### src/rtl/tdes_key_sched_ctrl.sv
// Round key sequencer for Triple DES EDE: drives key/direction per pass and steps 16 round indices.
// Optional key parity checking is enabled with the TDES_KEY_PARITY_CHECK_EN macro.
module tdes_key_sched_ctrl #(
  parameter int unsigned NUM_PASSES   = 3,
  parameter int unsigned SETUP_CYCLES = 1
) (
  input  logic        clk,
  input  logic        n_rst,
  input  logic        start,
  input  logic        mode,
  input  logic [0:63] key_1,
  input  logic [0:63] key_2,
  input  logic [0:63] key_3,
  input  logic        round_ack,
  output logic [0:63] user_key,
  output logic        encr_decr,
  output logic [3:0]  round_idx,
  output logic [1:0]  pass_idx,
  output logic        round_valid,
  output logic        busy,
  output logic        done,
  output logic        key_err
);

  localparam logic [1:0] StIdle  = 2'd0;
  localparam logic [1:0] StSetup = 2'd1;
  localparam logic [1:0] StRound = 2'd2;
  localparam logic [1:0] StDone  = 2'd3;

  localparam logic [1:0] LastPass  = 2'(NUM_PASSES - 1);
  localparam logic [1:0] LastSetup = 2'(SETUP_CYCLES - 1);

  logic [1:0]  state_q, state_d;
  logic [1:0]  pass_q, pass_d;
  logic [3:0]  round_q, round_d;
  logic [1:0]  setup_cnt_q, setup_cnt_d;
  logic        mode_q, mode_d;
  logic [0:63] k1_q, k1_d, k2_q, k2_d, k3_q, k3_d;
  logic [0:63] user_key_q, user_key_d;
  logic        encr_decr_q, encr_decr_d;
  logic        par_fail;

  // EDE pass table; encrypt runs k1/E, k2/D, k3/E and decrypt mirrors it.
  function automatic logic [0:63] sel_key(input logic m, input logic [1:0] p,
                                          input logic [0:63] a, input logic [0:63] b,
                                          input logic [0:63] c);
    logic [0:63] k;
    if (NUM_PASSES == 1) begin
      k = a;
    end else begin
      case (p)
        2'd0:    k = m ? a : c;
        2'd1:    k = b;
        default: k = m ? c : a;
      endcase
    end
    return k;
  endfunction

  function automatic logic sel_dir(input logic m, input logic [1:0] p);
    logic d;
    if (NUM_PASSES == 1) begin
      d = m;
    end else begin
      d = (p == 2'd1) ? ~m : m;
    end
    return d;
  endfunction

`ifdef TDES_KEY_PARITY_CHECK_EN
  logic key_err_q, key_err_d;

  function automatic logic parity_ok(input logic [0:63] a, input logic [0:63] b,
                                     input logic [0:63] c);
    logic ok;
    ok = 1'b1;
    for (int i = 0; i < 8; i++) begin
      ok = ok & (^a[8*i +: 8]) & (^b[8*i +: 8]) & (^c[8*i +: 8]);
    end
    return ok;
  endfunction

  assign par_fail = ~parity_ok(k1_q, k2_q, k3_q);
  assign key_err  = key_err_q;
`else
  assign par_fail = 1'b0;
  assign key_err  = 1'b0;
`endif

  always_comb begin
    state_d     = state_q;
    pass_d      = pass_q;
    round_d     = round_q;
    setup_cnt_d = setup_cnt_q;
    mode_d      = mode_q;
    k1_d        = k1_q;
    k2_d        = k2_q;
    k3_d        = k3_q;
    user_key_d  = user_key_q;
    encr_decr_d = encr_decr_q;
`ifdef TDES_KEY_PARITY_CHECK_EN
    key_err_d   = key_err_q;
`endif
    case (state_q)
      StIdle: begin
        if (start) begin
          k1_d        = key_1;
          k2_d        = key_2;
          k3_d        = key_3;
          mode_d      = mode;
          pass_d      = 2'd0;
          round_d     = 4'd0;
          setup_cnt_d = 2'd0;
          user_key_d  = sel_key(mode, 2'd0, key_1, key_2, key_3);
          encr_decr_d = sel_dir(mode, 2'd0);
`ifdef TDES_KEY_PARITY_CHECK_EN
          key_err_d   = 1'b0;
`endif
          state_d     = StSetup;
        end
      end
      StSetup: begin
        // Parity is judged on the latched keys in the first setup cycle of pass 0.
        if (par_fail && pass_q == 2'd0 && setup_cnt_q == 2'd0) begin
          state_d   = StDone;
`ifdef TDES_KEY_PARITY_CHECK_EN
          key_err_d = 1'b1;
`endif
        end else if (setup_cnt_q == LastSetup) begin
          setup_cnt_d = 2'd0;
          state_d     = StRound;
        end else begin
          setup_cnt_d = setup_cnt_q + 2'd1;
        end
      end
      StRound: begin
        if (round_ack) begin
          if (round_q != 4'd15) begin
            round_d = round_q + 4'd1;
          end else begin
            round_d = 4'd0;
            if (pass_q != LastPass) begin
              pass_d      = pass_q + 2'd1;
              setup_cnt_d = 2'd0;
              user_key_d  = sel_key(mode_q, pass_q + 2'd1, k1_q, k2_q, k3_q);
              encr_decr_d = sel_dir(mode_q, pass_q + 2'd1);
              state_d     = StSetup;
            end else begin
              state_d = StDone;
            end
          end
        end
      end
      default: begin
        state_d = StIdle;
      end
    endcase
  end

  always_ff @(posedge clk or negedge n_rst) begin
    if (!n_rst) begin
      state_q     <= StIdle;
      pass_q      <= 2'd0;
      round_q     <= 4'd0;
      setup_cnt_q <= 2'd0;
      mode_q      <= 1'b0;
      k1_q        <= '0;
      k2_q        <= '0;
      k3_q        <= '0;
      user_key_q  <= '0;
      encr_decr_q <= 1'b1;
`ifdef TDES_KEY_PARITY_CHECK_EN
      key_err_q   <= 1'b0;
`endif
    end else begin
      state_q     <= state_d;
      pass_q      <= pass_d;
      round_q     <= round_d;
      setup_cnt_q <= setup_cnt_d;
      mode_q      <= mode_d;
      k1_q        <= k1_d;
      k2_q        <= k2_d;
      k3_q        <= k3_d;
      user_key_q  <= user_key_d;
      encr_decr_q <= encr_decr_d;
`ifdef TDES_KEY_PARITY_CHECK_EN
      key_err_q   <= key_err_d;
`endif
    end
  end

  assign user_key    = user_key_q;
  assign encr_decr   = encr_decr_q;
  assign round_idx   = round_q;
  assign pass_idx    = pass_q;
  assign round_valid = (state_q == StRound);
  assign busy        = (state_q != StIdle);
  assign done        = (state_q == StDone);

endmodule
### config.mk
export PLATFORM = sky130hd
export DESIGN_NAME = tdes_key_sched_ctrl
export DESIGN_NICKNAME = d
export VERILOG_FILES = /design/src/rtl/tdes_key_sched_ctrl.sv
export SDC_FILE = /design/constraint.sdc
export NUM_CORES = 1
export LEC_CHECK = 0
export CAP_MARGIN = 20
export CORE_UTILIZATION = 40
export CTS_CLUSTER_SIZE = 14
export DETAILED_ROUTE_END_ITERATION = 10
export PLACE_DENSITY = 0.68
export SYNTH_ARGS = -nofsm -noshare
export SYNTH_HDL_FRONTEND = slang
export SYNTH_SLANG_ARGS = --single-unit
export TNS_END_PERCENT = 10
### constraint.sdc
create_clock -name clk -period 1.9 [get_ports clk]
set_input_delay 0.38 -clock clk [delete_from_list [all_inputs] [get_ports clk]]
set_output_delay 0.38 -clock clk [all_outputs]
set_load 0.05 [all_outputs]
==> results by group <==
Yosys
  – Post-synthesis mux area share: 30.29%
  – Simple-gate share of the synthesized area: 1.165%
  – Most frequent cell after synthesis: dfrtp_1
  – Adder-cell area share of the yosys netlist: 0.5459%
  – Synthesized instance count: around 1100
  – Ys Warns: 0
  – Syn Nets: 1275
  – Leading area contributor after synthesis: dfrtp_1
  – Largest family of logic cells by synthesized area: multiplexers
  – Compound-Gate Fraction of Synth Area: 14.77%
  – Synthesized cell area: 13750 um2
  – Area share of the largest cell type after synthesis: 48.59%
  – Post-synth top cells: dfrtp_1, mux2_2, mux2i_1, o21ai_0
  – Post-synth EDFFs: 0
  – Yosys cell types: 39
  – Async S/R FF share, synth: 100.0%
  – Largest cells by area after synthesis: dfrtp_1, mux2_2, mux2i_1
  – Register area share after synthesis: slightly below 50%
  – Avg Cell Area, Syn: roughly 13 um2
  – Synth Area in XOR/XNOR: 0.06369%
  – Synthesis-stage register bit count: 268
  – Prevailing post-synth register cell: dfrtp_1

Power
  – Power Dens Cells: 1708 nW/um2
  – Leak pwr: between 0.007 and 0.008 uW
  – Max VDD drop: 1.053 mV

STA
  – Slew margin rel.: 66.40%
  – Max-slew violation count: 0
  – Final setup viols: 2
  – Worst Slack Setup Final: -0.01147 ns
  – Max Fclk: ~520 MHz
  – Fin crit period: 1.911 ns
  – Final hold vios: 0
  – RSZ-0062 raised after global routing: yes
  – Final period utilization: 100.6%
  – Clk_skew: between 0.01 and 0.015 ns
  – Worst slew pin tran: 0.5060 ns
  – Worst hold slack: around 0.30 ns

Placement
  – HPWL after DPL: 24760 um
  – Routability cong.: 0.7820
  – Input/output buffers: 270
  – Placed insts: 1746
  – Pre-CTS WS: -0.2245 ns

Routing
  – DRT iter0 DRCs: 476
  – Final ANT Viol Nets: 0
  – Vias post-DR: about 10000
  – Via-to-Cell Ratio: 5.633
  – DRC viols: 0
  – Pre-antenna DRT Iters: 4
  – WL final: 38870 um
  – Wire per inst: about 21 um

Finish
  – N_diodes: 0
  – P&R area growth vs syn: 33.70%
  – Share of cells above drive strength 1: 31.84%
  – Fillcell total: 2845
  – Layout Utilization: 54.56%
  – Fin cells: 1811
  – Nets: 1548

Critical path
  – Worst-path maximum fanout: 7
  – Critical path class: flop to output port
  – CP Capture Point: round_valid
  – CP startpoint kind: flop
  – Reg2reg start: mode_q
  – Crit. End Element: output port
  – Crit path required time: between 1.5 and 2 ns
  – WP data arrival: 1.53 ns
  – R2R depth: 6
  – Worst setup path startpoint: state_q[1]
  – Reg2reg setup slack: 0.06 ns
  – R2r endpoint: user_key[57]

GRT
  – Pin count of the biggest net entering global routing: 63
  – First-pass GRT wire length: 61290 um
  – Vias in the first global route: 10616
  – Initial antenna violation count: 2
  – Total grt overflow: 0
  – Gr usage total: 22.00%

Floorplan
  – Die width: ~190 um
  – Die area: 35130 um2
  – Die Height: 187.4 um
  – Ports: 272
  – Core box area: 33700 um2
  – Initial Utilization: 40.81%
  – # rows: 67

Clocking
  – Worst-skew pair later-pin latency: 0.54 ns
  – Num CTS Buffers: 30
  – Clk slew on worst S/H paths: 0.06 ns
  – Root Buffer Master: clkbuf_16
  – H-tree depth: 1
  – Clk sinks: 268
  – CTS tree: built
  – Worst-case clock buffer depth: 3

Flow run
  – Max Cap Viol: 0

Worst hold path
  – Hold Crit Class: input port to asynchronous set/reset pin

Status
  – Status: finished with violations
  – Failing checks: setup timing
-- sequential cells by signal, indices dropped and copies added, names as in the netlist --
signal,count
state_q,2
round_idx,4
encr_decr,1
user_key,64
mode_q,1
setup_cnt_q,2
k2_q,64
pass_idx,2
k1_q,64
k3_q,64
-- how the worst min path moves through the flow --
stage / cells after the start / endpoint / slack (ns) / from
finish: 2 / k1_q[23] / 0.30 / n_rst
global route: 2 / k3_q[23] / 0.31 / n_rst
CTS: 2 / k1_q[23] / 0.30 / n_rst
detailed placement: 1 / k3_q[23] / 0.29 / n_rst
global placement: 1 / k3_q[23] / 0.29 / n_rst
floorplan: 0 / k1_q[0] / 0.08 / n_rst
-- layout by cell type, fill, tap and decap left out, types with 6 or more instances in the layout --
| master | n |
|---|---|
| clkbuf_16 | 32 |
| dfrtp_1 | 261 |
| clkdlybuf4s50_1 | 194 |
| nand2_1 | 6 |
| dlygate4sd2_1 | 38 |
| buf_12 | 24 |
| clkbuf_8 | 8 |
| mux2i_1 | 127 |
| a221oi_2 | 7 |
| o22a_1 | 63 |
| buf_4 | 76 |
| o21ai_0 | 70 |
| a221oi_1 | 56 |
| mux2_2 | 257 |
| a211oi_1 | 62 |
| clkbuf_1 | 10 |
-- through the flow --
step / total power [uW] / area, um2 / setup TNS (ns)
2_1_floorplan: 20880 / 13780 / -0.02126
3_3_place_gp: 24870 / 17180 / -41.61
3_5_place_dp: 25340 / 17180 / -43.75
4_1_cts: 31200 / 18190 / -0.2925
5_1_grt: 33140 / 18390 / -0.1323
6_report: 31400 / 18390 / -0.02001
-- what timing repair did --
action | 4_1_cts | 5_1_grt
resized for setup | 46 | 14
setup buffers | 0 | 11
cloned | 2 | 1
hold buffers | 1 | 0
hold endpoints to repair | 31 | 0
pin swaps | 0 | 1
setup endpoints to repair | 44 | 55
-- power breakdown --
group | switching [uW] | internal, uW | total (uW)
Sequential | 1900 | 8610 | 10500
Clock | 2250 | 3400 | 5650
Combinational | 7680 | 7570 | 15200
Total | 11800 | 19600 | 31400
-- logic make-up (layout without fill, tap and decap cells) --
kind of cell	Yosys count	count (layout)
adders and majority gates	6	6
xor gates and xnor gates	1	1
buffers and inverters	111	402
AOI/OAI and AO/OA	273	273
other	1	1
and+or+nand+nor	28	28
muxes	384	384
DFF	268	268
-- cell type report --
cell class / count / area [um2] / area share (%)
Inverter: 6 / 30.03 / 0.1633
Tap cell: 448 / 560.5 / 3.049
Sequential cell: 268 / 6718 / 36.54
Multi-Input combinational cell: 693 / 6530 / 35.52
Timing Repair Buffer: 346 / 3595 / 19.55
Clock inverter: 1 / 30.03 / 0.1633
Clock buffer: 49 / 923.4 / 5.022
-- worst max-delay path: stages (launching register included) --
cell,delay (ns)
dfrtp_2,0.48
nand2b_4,0.16
inv_8,0.06
buf_16,0.14
buf_12,0.14
-- layer usage --
layer	vias up	routed length (um)	GRT usage, %
li1	4682	-	-
met1	5197	17850	30.56
met2	268	18460	35.95
met3	50	1932	4.109
met4	4	603	4.253
met5	-	22	0
No activity file was read; power rests on OpenSTA's default activity.
